[config.mk]
export PLATFORM = sky130hd
export DESIGN_NAME = tank_turn_controller
export DESIGN_NICKNAME = d
export VERILOG_FILES = /design/src/rtl/tank_turn_controller.sv
export SDC_FILE = /design/constraint.sdc
export NUM_CORES = 1
export LEC_CHECK = 0
export BUFFER_PORTS_ARGS = -buffer_cell sky130_fd_sc_hd__buf_2
export CAP_MARGIN = 20
export CELL_PAD_IN_SITES_DETAIL_PLACEMENT = 1
export CELL_PAD_IN_SITES_GLOBAL_PLACEMENT = 1
export CORE_MARGIN = 3
export CORE_UTILIZATION = 45
export CTS_BUF_LIST = sky130_fd_sc_hd__clkbuf_2
export DETAILED_ROUTE_END_ITERATION = 8
export PLACE_DENSITY = 0.79
export SLEW_MARGIN = 5
export SYNTH_ARGS = -nofsm -noshare
export SYNTH_HDL_FRONTEND = slang
export SYNTH_SLANG_ARGS = --single-unit
[constraint.sdc]
create_clock -name clk -period 3.06 [get_ports clk]
set_clock_uncertainty 0.2 [all_clocks]
set_input_delay 0.612 -clock clk [delete_from_list [all_inputs] [get_ports clk]]
set_output_delay 0.612 -clock clk [all_outputs]
set_load 0.03 [all_outputs]
[src/rtl/tank_turn_controller.sv]
// tank_turn_controller
//
// Turn sequencer for a two-tank artillery game shown on an 8-digit display.
// It owns turn order, the per-turn move budget, fire charging, shell flight,
// hit resolution and both life counters.
//
// Digit map used throughout:
//   tank1_location[k] -> digit k+4 (k=1..3), so tank1 sits on digits 5..7
//   tank2_location[k] -> digit k   (k=0..2), so tank2 sits on digits 0..2
// Tank1 fires toward digit 0 and tank2 fires toward digit 7.
//
// Optional feature (macro TANK_TURN_TIMEOUT_EN):
//   When defined, a turn left idle in AIM for TIMEOUT_CYC cycles is forfeited.
//   When undefined, AIM waits forever and the idle counter does not exist.
//
// Ports
//   clk             in   system clock
//   rst             in   asynchronous reset, active high
//   fire            in   fire button level (synchronous, debounced)
//   button[1:0]     in   [1] moves toward digit 7, [0] toward digit 0
//   tank1_location  in   one-hot, bits [3:1] valid
//   tank2_location  in   one-hot, bits [2:0] valid
//   move_req[1:0]   out  one-cycle move strobe for the active tank
//   turn            out  0 = tank1 active, 1 = tank2 active
//   power[2:0]      out  current charge 0..7
//   shell_pos[7:0]  out  one-hot shell digit, 0 when no shell
//   hit1, hit2      out  one-cycle hit pulses
//   tank1_life      out  tank1 lives
//   tank2_life      out  tank2 lives
//   game_over       out  high in OVER
//   winner          out  valid with game_over: 0 = tank1, 1 = tank2
//   state_dbg[2:0]  out  current FSM state (AIM=0 CHARGE=1 FLIGHT=2
//                        RESOLVE=3 OVER=4)
//
// move_req is a plain strobe with no handshake: the location register is
// expected to act on every cycle it is non-zero.

module tank_turn_controller #(
  parameter int STEP_DIV    = 4,
  parameter int MOVES_MAX   = 2,
  parameter int LIFE_INIT   = 3,
  parameter int TIMEOUT_CYC = 64
) (
  input  logic       clk,
  input  logic       rst,
  input  logic       fire,
  input  logic [1:0] button,
  input  logic [3:0] tank1_location,
  input  logic [3:0] tank2_location,
  output logic [1:0] move_req,
  output logic       turn,
  output logic [2:0] power,
  output logic [7:0] shell_pos,
  output logic       hit1,
  output logic       hit2,
  output logic [1:0] tank1_life,
  output logic [1:0] tank2_life,
  output logic       game_over,
  output logic       winner,
  output logic [2:0] state_dbg
);

  typedef enum logic [2:0] {
    S_AIM     = 3'd0,
    S_CHARGE  = 3'd1,
    S_FLIGHT  = 3'd2,
    S_RESOLVE = 3'd3,
    S_OVER    = 3'd4
  } state_t;

  localparam int            SW         = (STEP_DIV > 1) ? $clog2(STEP_DIV) : 1;
  localparam logic [SW-1:0] STEP_LAST  = SW'(STEP_DIV - 1);
  localparam logic [1:0]    MOVES_INIT = 2'(MOVES_MAX);
  localparam logic [1:0]    LIFE_RST   = 2'(LIFE_INIT);

  // Elaboration-time guard against unusable parameter values.
  if (STEP_DIV < 1 || MOVES_MAX < 1 || MOVES_MAX > 3 ||
      LIFE_INIT < 1 || LIFE_INIT > 3 || TIMEOUT_CYC < 1) begin : g_param_check
    $error("tank_turn_controller: parameter out of range");
  end

  // Position of the highest set bit of a one-hot location vector.
  function automatic logic [2:0] onehot_idx(input logic [3:0] v);
    onehot_idx = 3'd0;
    for (int i = 0; i < 4; i++) begin
      if (v[i]) onehot_idx = 3'(i);
    end
  endfunction

  state_t        state, state_n;
  logic          fire_q;
  logic [1:0]    button_q;
  logic [SW-1:0] step_cnt, step_n;
  logic [1:0]    moves_left, moves_n;
  logic [2:0]    shell_dig, shell_dig_n;
  logic [3:0]    target, target_n;
  logic [1:0]    move_req_n;
  logic          turn_n;
  logic [2:0]    power_n;
  logic [7:0]    shell_pos_n;
  logic          hit1_n, hit2_n;
  logic [1:0]    life1_n, life2_n;
  logic          game_over_n, winner_n;

  // Decoded digits, edge detects and flight helpers.
  logic [2:0]    t1_dig, t2_dig, origin, opp_dig, next_dig;
  logic          fire_rise, at_edge, on_target, hit_now;
  logic [1:0]    button_rise;

`ifdef TANK_TURN_TIMEOUT_EN
  localparam int            TW      = $clog2(TIMEOUT_CYC + 1);
  localparam logic [TW-1:0] TO_LAST = TW'(TIMEOUT_CYC - 1);
  logic [TW-1:0] aim_cnt, aim_cnt_n;
`endif

  assign t1_dig    = 3'd4 + onehot_idx(tank1_location);
  assign t2_dig    = onehot_idx(tank2_location);
  assign origin    = turn ? t2_dig : t1_dig;
  assign opp_dig   = turn ? t1_dig : t2_dig;
  assign next_dig  = turn ? shell_dig + 3'd1 : shell_dig - 3'd1;
  // One more step would leave the display.
  assign at_edge   = turn ? (shell_dig == 3'd7) : (shell_dig == 3'd0);
  assign on_target = ({1'b0, shell_dig} == target);
  // target is 4-bit signed; bit 3 set means it lies outside 0..7.
  assign hit_now   = !target[3] && (target[2:0] == opp_dig);

  assign fire_rise   = fire & ~fire_q;
  assign button_rise = button & ~button_q;
  assign state_dbg   = state;

  always_comb begin
    state_n     = state;
    turn_n      = turn;
    power_n     = power;
    shell_pos_n = shell_pos;
    shell_dig_n = shell_dig;
    target_n    = target;
    step_n      = step_cnt;
    moves_n     = moves_left;
    move_req_n  = 2'b00;
    hit1_n      = 1'b0;
    hit2_n      = 1'b0;
    life1_n     = tank1_life;
    life2_n     = tank2_life;
    game_over_n = game_over;
    winner_n    = winner;
`ifdef TANK_TURN_TIMEOUT_EN
    aim_cnt_n   = '0;
`endif

    unique case (state)
      S_AIM: begin
`ifdef TANK_TURN_TIMEOUT_EN
        aim_cnt_n = aim_cnt + TW'(1);
`endif
        if (fire_rise) begin
          // A button edge in the same cycle is dropped.
          state_n = S_CHARGE;
          power_n = 3'd1;
          step_n  = '0;
`ifdef TANK_TURN_TIMEOUT_EN
          aim_cnt_n = '0;
        end else if (aim_cnt == TO_LAST) begin
          turn_n    = ~turn;
          moves_n   = MOVES_INIT;
          aim_cnt_n = '0;
`endif
        end else if (button_rise != 2'b00 && moves_left != 2'd0) begin
          // Clamping at the screen edge is done by the location register,
          // so a clamped move still costs budget.
          move_req_n = button_rise[1] ? 2'b10 : 2'b01;
          moves_n    = moves_left - 2'd1;
        end
      end

      S_CHARGE: begin
        if (!fire) begin
          state_n     = S_FLIGHT;
          shell_dig_n = origin;
          shell_pos_n = 8'd1 << origin;
          step_n      = '0;
          target_n    = turn ? ({1'b0, origin} + {1'b0, power})
                             : ({1'b0, origin} - {1'b0, power});
        end else if (step_cnt == STEP_LAST) begin
          step_n = '0;
          if (power != 3'd7) power_n = power + 3'd1;
        end else begin
          step_n = step_cnt + SW'(1);
        end
      end

      S_FLIGHT: begin
        // The shell dwells STEP_DIV cycles on every digit, including the
        // last one; the hit decision is taken at the end of that dwell so
        // the hit pulse lines up with the RESOLVE cycle.
        if (step_cnt == STEP_LAST) begin
          step_n = '0;
          if (on_target || at_edge) begin
            state_n = S_RESOLVE;
            if (hit_now) begin
              if (turn) begin
                hit1_n  = 1'b1;
                life1_n = (tank1_life != 2'd0) ? tank1_life - 2'd1 : 2'd0;
              end else begin
                hit2_n  = 1'b1;
                life2_n = (tank2_life != 2'd0) ? tank2_life - 2'd1 : 2'd0;
              end
            end
          end else begin
            shell_dig_n = next_dig;
            shell_pos_n = 8'd1 << next_dig;
          end
        end else begin
          step_n = step_cnt + SW'(1);
        end
      end

      S_RESOLVE: begin
        power_n     = 3'd0;
        shell_pos_n = 8'd0;
        // Lives were already updated on entry to RESOLVE.
        if ((turn ? tank1_life : tank2_life) == 2'd0) begin
          state_n     = S_OVER;
          game_over_n = 1'b1;
          winner_n    = turn;
        end else begin
          state_n = S_AIM;
          turn_n  = ~turn;
          moves_n = MOVES_INIT;
        end
      end

      S_OVER: begin
        // Terminal until reset.
      end

      default: state_n = S_AIM;
    endcase
  end

  always_ff @(posedge clk or posedge rst) begin
    if (rst) begin
      state      <= S_AIM;
      fire_q     <= 1'b0;
      button_q   <= 2'b00;
      step_cnt   <= '0;
      moves_left <= MOVES_INIT;
      shell_dig  <= 3'd0;
      target     <= 4'd0;
      move_req   <= 2'b00;
      turn       <= 1'b0;
      power      <= 3'd0;
      shell_pos  <= 8'd0;
      hit1       <= 1'b0;
      hit2       <= 1'b0;
      tank1_life <= LIFE_RST;
      tank2_life <= LIFE_RST;
      game_over  <= 1'b0;
      winner     <= 1'b0;
`ifdef TANK_TURN_TIMEOUT_EN
      aim_cnt    <= '0;
`endif
    end else begin
      state      <= state_n;
      fire_q     <= fire;
      button_q   <= button;
      step_cnt   <= step_n;
      moves_left <= moves_n;
      shell_dig  <= shell_dig_n;
      target     <= target_n;
      move_req   <= move_req_n;
      turn       <= turn_n;
      power      <= power_n;
      shell_pos  <= shell_pos_n;
      hit1       <= hit1_n;
      hit2       <= hit2_n;
      tank1_life <= life1_n;
      tank2_life <= life2_n;
      game_over  <= game_over_n;
      winner     <= winner_n;
`ifdef TANK_TURN_TIMEOUT_EN
      aim_cnt    <= aim_cnt_n;
`endif
    end
  end

endmodule

# Yosys cells after proc, flatten, opt, wreduce, memory -nomap -nowiden
# Cells that the tools add are included.
[totals]
n_memories = 0
elab_cells = 138
ff_bits = 39
latchBits = 0
mem_bits_ro = 0
ramBits = 0
in_bits = 13
[classes]
n_mul = 0
bitwise_logic = 8
n_shift = 2
mux = 54
div_mod_pow = 0
n_addsub = 10
n_reduce_logical = 27
n_eq_ne = 20
order_cmp = 0
[op_table]
columns = ["operator", "count"]
rows = [
  ["$mux W3", 18],
  ["$mux W2", 13],
  ["$mux W8", 3],
  ["$pmux W8 S3", 1],
  ["$ne A2 B2 Y1 const B", 11],
  ["$reduce_and A5 Y1", 4],
  ["$shl A1 B3 Y8 const A", 2],
  ["$pmux W3 S5", 1],
  ["$mux W1", 13],
  ["$reduce_and A4 Y1", 3],
  ["$reduce_bool A2 Y1", 6],
  ["$pmux W3 S3", 1],
  ["$reduce_bool A3 Y1", 3],
  ["$reduce_and A2 Y1", 4],
  ["$add A3 B1 Y3 const B", 2],
  ["$eq A3 B2 Y1 const B", 2],
  ["$eq A3 B3 Y1 const B", 2],
  ["$logic_not A3 Y1", 2],
  ["$pmux W2 S3", 1],
  ["$pmux W3 S2", 1],
  ["$sub A2 B1 Y2 const B", 3],
  ["$not A1 Y1", 5],
  ["$add A3 B3 Y4", 1],
  ["$eq A3 B4 Y1", 1],
  ["17 further kinds", 18],
]

# Depth between registers and ports, before layout
# Gate-level depths: netlist of the first run.
[depth]
ltp_word = 11
mapped_depth = 9
mapped_depth_nobuf = 8

# Worst setup path after synthesis of the first run
# No wires, ideal clock.
[synth_path]
path_type = "register to register"
start = "register turn"
end = "register target[3]"
t_required_ns = 2.735
slack_ns = 0.517
arrival_ns = 2.218
stages_incl_launch_ff = 9
cell_sequence = "dfrtp_1 buf_6 buf_2 mux2_2 ha_1 a21o_1 a21oi_1 xnor2_1 mux2_2"
[synth_between]
elab_chain_len = 3
[synth_rtl]
columns = ["element", "line_no", "rtl"]
rows = [
  ["from (decl)", "51", "output logic turn,"],
  ["from (signal assigned)", "272", "turn <= turn_n;"],
  ["$mux W3", "118", "assign origin = turn ? t2_dig : t1_dig;"],
  ["$sub A3 B3 Y4 / $add A3 B3 Y4 (equally long branches)", "183, 182", ""],
  ["$mux W4 (*)", "182", "target_n = turn ? ({1'b0, origin} + {1'b0, power})"],
  ["to (signal assigned)", "270", "target <= target_n;"],
  ["to (decl)", "96", "logic [3:0] target, target_n;"],
]
# Every way passes the cells marked *; elsewhere a longest branch is shown, timed or not.
# A chain may end at the register's enable or synchronous reset.

# Final worst setup path of the first run
# Same ends and word-level chain as after synthesis.

==> results of run 1 <==
[cells by family after synthesis]
family / share of synthesized area
buf+inv: 0.0514
simple gates: 0.188
fa+ha+maj: 0.0640
xor+xnor: 0.0480
mux: 0.0445
flops: 0.448
compound gates: 0.155
[metrics by stage]
stage	hold WS [ns]	area, sq um
2_1_floorplan	0.258	2190
3_3_place_gp	0.252	2430
3_5_place_dp	0.252	2430
4_1_cts	0.114	2470
5_1_grt	0.0765	2470
6_report	0.101	2470
[placed cells by master, fill, tap and decap left out, types with 2 or more instances in the layout]
master,count
nor2_1,18
dfstp_2,5
a21o_1,4
dfrtp_1,34
nand2b_1,6
ha_1,8
o21ai_0,6
a32o_1,3
xnor2_1,11
mux2_2,5
fa_1,2
a21oi_1,11
mux2i_1,3
buf_2,35
nand3_1,5
a31oi_1,4
nor4_2,2
buf_4,2
nor3_1,2
inv_1,19
nand2_1,13
a22o_1,6
nor2b_1,4
clkbuf_2,7
[routing by layer]
layer  GRT usage  vias to the layer above  part of all wire
met5           0                        -                 0
li1            -                      804                 -
met4      0.0583                        0             0.013
met3      0.0396                        6             0.028
met1       0.230                      809              0.45
met2       0.325                       25              0.51
[critical path, delay by kind of cell (launching register included)]
family	cells	cell delay, ns
muxes	2	0.64
DFF	1	0.57
AOI/OAI and AO/OA	2	0.36
buffers and inverters	1	0.30
adders and majority gates	1	0.28
xor gates and xnor gates	1	0.09
[state kept, by name, indices dropped and copies added (netlist names), 3 cells and up]
name	cells
shell_pos	8
state_dbg	3
shell_dig	3
power	3
target	4
[layout make-up]
type                       count  area [sq um]  area share
sequential                    39           982       0.398
multi-input combinational    145          1100       0.444
clock inverter                 1          5.00     0.00203
timing repair buffer          37           190      0.0771
clock buffer                   7          35.0      0.0142
inverter                      20          77.6      0.0314
tap                           65          81.3      0.0330
[power groups by stage]
stage	Clock [mW]	Combinational (mW)	Sequential, mW
after floorplan	0	0.641	0.910
after detailed placement	0	0.961	0.838
after global placement	0	0.918	0.832
after global routing	0.267	1.06	0.849
final	0.227	0.954	0.825
after CTS	0.237	0.967	0.826
[how the worst min path moves through the flow]
stage / start / end / slack, ns
finish: rst / shell_dig[2] / 0.10
global route: rst / shell_pos[7] / 0.08
CTS: rst / power[0] / 0.11
detailed placement: game_over / game_over / 0.25
global placement: game_over / game_over / 0.25
floorplan: moves_left[0] / moves_left[0] / 0.26
==> reports/metrics.cfg, run 1 <==
[outcome]
status=finished, final reports clean

[cts]
postCtsSetupBuffers=0
cts_tree=built
path_clk_slew_ns=0.20
clock_latency_ns=0.39
cts_resized=0
cts.sinks=39
ctsHoldBuffers=0
cts_made_buffers=5
cts_max_level=2
cts_root_buf=clkbuf_2
clock_path_buffers=2

[power]
netSwitchingFraction=0.445
power.switching_mw=0.894
power_density_nw_per_um2=813
sequentialPowerShare=0.411
clkPwrFrac=0.113
combPwrFrac=0.476
p_leak_nw=1.19
p_int_mw=1.11
ir_worst_vdd_mv=0.366
power_mw=2.01

[critical_path]
critPathRequiredTime_ns=3.17
crit_start=turn
r2r_start=turn
startpoint_type=register
reg2reg_slack_ns=0.53
worstReg2RegEnd=target[3]
worstPathCellList=buf_4 -> mux2_2 -> ha_1 -> a21o_1 -> a21oi_1 -> xnor2_1 -> mux2_2
crit_arrival_ns=2.64
max_stage_delay_ns=0.57
worst_path_most_repeated_cell=mux2_2
critical_path.endpoint_type=register
reg2regPathDepth=7
setup.worst_path.class=reg2reg
crit_end=target[3]
crit_fanout=14
cp_slowest_cell=dfrtp_1

[timing]
setup_viol=0
hold_viol=0
period_minus_slack_ns=2.53
relSlewSlack=0.595
rsz0062_at_grt=no
final_max_slew_viol_count=0
fin_setup_tns_ns=0
setup_slack_ns=0.530
worst_slew_pin_slew_ns=0.599
layout_worst_path_cycle_share=0.827
fmax_mhz=395

[die]
initial_core_util=0.483
die_x_um=75.8
fp.dieH_um=75.8
dieArea_sq_um=5740
rows=24
io_pins=38
coreArea_sq_um=4530

[synthesis]
synth.distinct_cells=58
synthTopCellsByArea=dfrtp_1 39%, dfstp_2 6.0%, ha_1 4.6%
avgSynthCellArea_sq_um=10.5
ys_warn_count=0
synth_seq_cells=39
synth_area_sq_um=2190
synth_nets=232
synth_top_area_cell=dfrtp_1
ys.flop_type=dfrtp_1
synth.most_common_cell=dfrtp_1
synth.top_cell.area_share=0.388
yosysSeqAreaShare=0.448
async_reset_ff_frac=1.00
synth_cells=209
synthTopCellsByCount=34 x dfrtp_1, 19 x inv_1, 18 x nor2_1
synth_edf_count=0

[hold_path]
hold_class=in2async

[drt]
final_antenna_net_count=0
wl_mm=4.79
drt_iter0_drc=57
vias=1644
first_pass_iters=4
vias_per_cell=5.24
drc=0
wl_per_cell_um=15.3

[placement]
gp_congestion=0.790
place_inst=306
place.detailed.hpwl_mm=3.77
pre_cts_slack_ns=0.379
io_buffers=35

[grt]
grt_pass1_wl_mm=8.05
track_usage=0.187
grt_pass1_vias=1737
antenna_found_initial=0
grt_max_degree=40
grt_overflow=0

[cells_and_area]
final_cells=314
area_delta_synth_final_pct=12.6
nNetsFinal=271
diodes=0
final_util=0.544
drive_above_1_share=0.273
nFillCells=527

[job]
drv_cap=0

Power figures use the tool's default switching activity.
==> run 2: changes to the inputs <==
Settings changed: CORE_UTILIZATION 45 to 41, PLACE_DENSITY 0.79 to 0.76.
Clock period 3.06 ns to 2.2 ns, I/O delays scaled along.
==> reports/metrics.cfg, run 2 (synthesis gave the netlist of run 1 again) <==
[outcome]
status=finished, final reports clean

[timing]
rsz0062_at_grt=yes
hold_slack_ns=0.106  ; +0.00541 ns
relSlewSlack=0.560  ; -0.0351
fmax_mhz=456  ; +15%
final_max_slew_viol_count=0  ; unchanged
setup_slack_ns=0.00633  ; -0.524 ns
layout_worst_path_cycle_share=0.997  ; +0.170
hold_viol=0  ; unchanged
setup_viol=0  ; unchanged
period_minus_slack_ns=2.19  ; -0.336 ns
worst_slew_pin_slew_ns=0.655  ; +0.0564 ns

[critical_path]
cp.depth=7  ; unchanged
startpoint_type=register
crit_arrival_ns=2.34  ; -0.30 ns
critical_path.endpoint_type=register
cp_slowest_cell=dfrtp_2
worst_path_most_repeated_cell=buf_4
worstPathCellList=buf_4 -> buf_4 -> xnor2_1 -> and4b_2 -> nand2_2 -> nor4_4 -> mux2_4
reg2regPathDepth=7  ; unchanged
crit_fanout=8  ; -6
setup.worst_path.class=reg2reg
cpLargestDelayFamily=simple AND/OR/NAND/NOR gates
max_stage_delay_ns=0.54  ; -0.03 ns
critPathRequiredTime_ns=2.34  ; -0.83 ns
critPathBufInv=2  ; +1

[power]
power_mw=3.09  ; +54%
power_density_nw_per_um2=1080  ; +33%
ir_worst_vdd_mv=0.668  ; +83%
p_leak_nw=1.38  ; +15%

[cts]
cts.sinks=39  ; unchanged
clock_path_buffers=2  ; unchanged
cts_made_buffers=5  ; unchanged
cts_tree=built
clock_latency_ns=0.38  ; about the same
path_clk_slew_ns=0.20  ; about the same
cts_root_buf=clkbuf_2
cts_max_level=2  ; unchanged

[cells_and_area]
finalInstanceArea_sq_um=2850  ; +15%
multiInputGateArea_sq_um=1210  ; +10%
final_common_cell=buf_2
layout_common_cells=35 x buf_2, 30 x dfrtp_1, 30 x buf_4
largest_reg_flops=8  ; unchanged
nFillCells=598  ; +13%
area_delta_synth_final_pct=30.0
nNetsFinal=304  ; +12%
max_flop_register=shell_pos
drive_above_1_share=0.422  ; +0.149
seq_area_sq_um=987  ; +0.51%
final_cells=349  ; +11%
diodes=0  ; unchanged
largestRegisters=shell_pos: 8 flops, target: 4 flops

[drt]
wl_mm=5.56  ; +16%
vias_per_cell=5.14  ; -1.9%
vias=1793  ; +9.1%
first_pass_iters=4  ; unchanged
drt_iter0_drc=94  ; +65%
final_antenna_net_count=0  ; unchanged
drc=0  ; unchanged
wl_per_cell_um=15.9  ; +4.4%

[die]
coreArea_sq_um=4940  ; +9.0%
fp.dieH_um=79.1  ; +4.4%
initial_core_util=0.443  ; -0.0399
die_x_um=79.1  ; +4.4%
dieArea_sq_um=6260  ; +9.0%
rows=25  ; +4.2%
io_pins=38  ; unchanged

[grt]
antenna_found_initial=0  ; unchanged
grt_overflow=0  ; unchanged
track_usage=0.186  ; -0.000626
grt_pass1_wl_mm=9.05  ; +12%
grt_pass1_vias=1879  ; +8.2%
grt_max_degree=40  ; unchanged

[placement]
io_buffers=35  ; unchanged
place.detailed.hpwl_mm=4.08  ; +8.2%
place_inst=334  ; +9.2%
place_area_sq_um=2650  ; +9.2%
gp_congestion=0.763  ; -3.4%
pre_cts_slack_ns=-0.129  ; -0.509 ns

[hold_path]
hold_class=in2reg
whs_path_depth=2

[job]
drv_cap=0  ; unchanged

run 2: stage by stage:
stage / utilization / TNS, ns
3_3_place_gp: 0.536 / -0.127
6_report: 0.576 / 0
4_1_cts: 0.560 / -0.00802
2_1_floorplan: - / -0.104
3_5_place_dp: 0.536 / -0.324
5_1_grt: 0.576 / -0.588
run 2: power by group:
group | switching [mW] | internal [mW]
clock network | 0.236 | 0.0784
logic | 0.954 | 0.722
registers | 0.177 | 0.922
total | 1.37 | 1.72
run 2: repair_timing:
item | in CTS | in global routing
hold buffers | 3 | 0
gates resized for setup | 7 | 16
buffers inserted | 1 | 3
endpoints found under the setup margin | 6 | 16
endpoints found under the hold margin | 36 | 0
pin swaps | 2 | 10
run 2: layout make-up:
cell class,count,share of cell area
clock buffers,6,0.0105
multi-input cells,145,0.424
flip-flops and latches,39,0.347
well taps,67,0.0294
inverters,20,0.0272
clock inverters,2,0.00307
repair buffers,70,0.159
run 2: final timing paths:
path	startpoint	to	slack, ns
max in group asynchronous	rst	power[1]	0.92
min in group asynchronous	rst	hit1	0.51
worst max register to register	turn	tank2_life[0]	0.006
worst max-delay path	turn	tank2_life[0]	0.006
worst min register to register	shell_pos[2]	shell_pos[2]	0.31
worst min-delay path	fire	fire_q	0.11
run 2: layer usage:
metal	global-route usage	wire length, um
met2	0.327	2890
met3	0.0363	181
met1	0.233	2460
met5	0	0
met4	0.0498	29
==> run 3: changes to the inputs <==
Settings changed: PLACE_DENSITY 0.76 to default, PLACE_DENSITY_LB_ADDON from default to 0.05.
==> reports/metrics.cfg, run 3 (synthesis gave the netlist of run 1 again) <==
[timing]
relSlewSlack=0.665  ; +0.104
fmax_mhz=435  ; -4.6%
hold_viol=0  ; unchanged
final_max_slew_viol_count=0  ; unchanged
setup_viol=3  ; +3
setup_slack_ns=-0.0991  ; -0.105 ns
period_minus_slack_ns=2.30  ; +0.105 ns
layout_worst_path_cycle_share=1.05  ; +0.0479
worst_slew_pin_slew_ns=0.503  ; -0.152 ns
rsz0062_at_grt=yes

[cts]
clock_latency_ns=0.38  ; about the same
cts_made_buffers=5  ; unchanged
cts.sinks=39  ; unchanged
path_clk_slew_ns=0.21  ; about the same
cts_root_buf=clkbuf_2
clock_path_buffers=2  ; unchanged
cts_tree=built
cts_max_level=2  ; unchanged

[power]
ir_worst_vdd_mv=0.558  ; -16%
p_int_mw=1.74  ; +1.0%
netSwitchingFraction=0.446  ; +0.00392
sequentialPowerShare=0.353  ; -0.003
power.switching_mw=1.40  ; +2.6%
p_leak_nw=1.39  ; +0.76%
power_density_nw_per_um2=1070  ; -0.85%
clkPwrFrac=0.100  ; -0.002
combPwrFrac=0.547  ; +0.004

[critical_path]
cpLargestDelayFamily=multiplexers
cp.depth=8  ; +1
cp_slowest_cell=dfrtp_2
startpoint_type=register
crit_arrival_ns=2.41  ; +0.07 ns
worstPathCellList=inv_2 -> ha_4 -> mux2_4 -> ha_1 -> a21o_1 -> a21oi_2 -> xnor2_1 -> mux2_2
critPathRequiredTime_ns=2.31  ; -0.03 ns
max_stage_delay_ns=0.45  ; -0.09 ns
r2r_start=power[1]
crit_fanout=2  ; -6
critPathBufInv=1  ; -1
worstReg2RegEnd=target[3]
reg2reg_slack_ns=-0.1  ; -0.11 ns
reg2regPathDepth=8  ; +1
critical_path.endpoint_type=register
crit_start=power[1]
setup.worst_path.class=reg2reg
crit_end=target[3]

[die]
coreArea_sq_um=4940  ; unchanged
dieArea_sq_um=6260  ; unchanged
fp.dieH_um=79.1  ; unchanged
die_x_um=79.1  ; unchanged
io_pins=38  ; unchanged
initial_core_util=0.443  ; unchanged
rows=25  ; unchanged

[grt]
track_usage=0.199  ; +0.0128
grt_pass1_vias=1981  ; +5.4%
grt_overflow=0  ; unchanged
antenna_found_initial=0  ; unchanged
grt_pass1_wl_mm=9.64  ; +6.5%
grt_max_degree=40  ; unchanged

[drt]
wl_per_cell_um=16.7  ; +4.5%
final_antenna_net_count=0  ; unchanged
vias_per_cell=5.17  ; +0.73%
first_pass_iters=4  ; unchanged
drt_iter0_drc=54  ; -43%
vias=1806  ; +0.73%
drc=0  ; unchanged
wl_mm=5.81  ; +4.5%

[cells_and_area]
final_cells=349  ; unchanged
nFillCells=565  ; -5.5%
layout_common_cells=35 x buf_2, 30 x dfrtp_1, 27 x buf_4
final_util=0.591  ; +0.0149
multiInputGateArea_sq_um=1260  ; +4.5%
final_common_cell=buf_2
drive_above_1_share=0.436  ; +0.0142
nNetsFinal=304  ; unchanged
max_flop_register=shell_pos
seq_area_sq_um=987  ; unchanged
area_delta_synth_final_pct=33.4
diodes=0  ; unchanged
largest_reg_flops=8  ; unchanged
largestRegisters=shell_pos: 8 flops, target: 4 flops
finalInstanceArea_sq_um=2920  ; +2.6%

[outcome]
violations=negative setup slack
status=finished with violations

[placement]
place_inst=328  ; -1.8%
place.detailed.hpwl_mm=4.16  ; +1.9%
io_buffers=35  ; unchanged
place_area_sq_um=2620  ; -1.2%
pre_cts_slack_ns=-0.152  ; -0.0223 ns
gp_congestion=0.801  ; +4.9%

[hold_path]
hold_class=reg2reg

[job]
drv_cap=0  ; unchanged

==> run 3: worst min-delay path by stage <==
stage,startpoint,endpoint,cells past startpoint
after floorplan,moves_left[0],moves_left[0],1
after global placement,game_over,game_over,1
after detailed placement,game_over,game_over,1
after CTS,game_over,game_over,1
after global routing,tank1_life[1],tank1_life[1],2
final,game_over,game_over,1
==> run 3: cell type report <==
class,instances,area share
multi-input combinational,145,0.432
sequential,39,0.338
timing repair buffer,70,0.161
tap,67,0.0287
inverter,20,0.0265
clock buffer,5,0.00856
clock inverter,3,0.00514
==> run 3: power groups by stage <==
stage | sequential [mW] | combinational, mW | clock [mW]
finish | 1.11 | 1.72 | 0.315
floorplan | 1.27 | 0.912 | 0
detailed placement | 1.11 | 1.55 | 0
global route | 1.14 | 1.89 | 0.378
global placement | 1.09 | 1.47 | 0
CTS | 1.10 | 1.64 | 0.330
==> run 3: layer usage <==
| metal | up-vias | wire, um | GRT usage | part of all wire |
|---|---|---|---|---|
| met2 | 31 | 3040 | 0.362 | 0.52 |
| met5 | - | 0 | 0 | 0 |
| met3 | 6 | 184 | 0.0374 | 0.032 |
| met4 | 0 | 59 | 0.0533 | 0.010 |
| met1 | 893 | 2530 | 0.239 | 0.43 |
| li1 | 876 | - | - | - |
==> run 3: through the flow <==
stage	TNS, ns	power [mW]	hold WS (ns)
after global routing	-0.950	3.41	0.339
after global placement	-0.201	2.56	0.248
after CTS	-0.156	3.07	0.310
final	-0.151	3.14	0.306
after detailed placement	-1.14	2.66	0.266
after floorplan	-0.104	2.18	0.258
==> run 3: what timing repair did <==
action                                  4_1_cts  5_1_grt
pin swaps                                    12       14
resized for setup                            16       16
gates cloned                                  0        0
hold buffers                                  4        0
hold endpoints to repair                     37        0
endpoints found under the setup margin       13       15
setup buffers                                 7        3
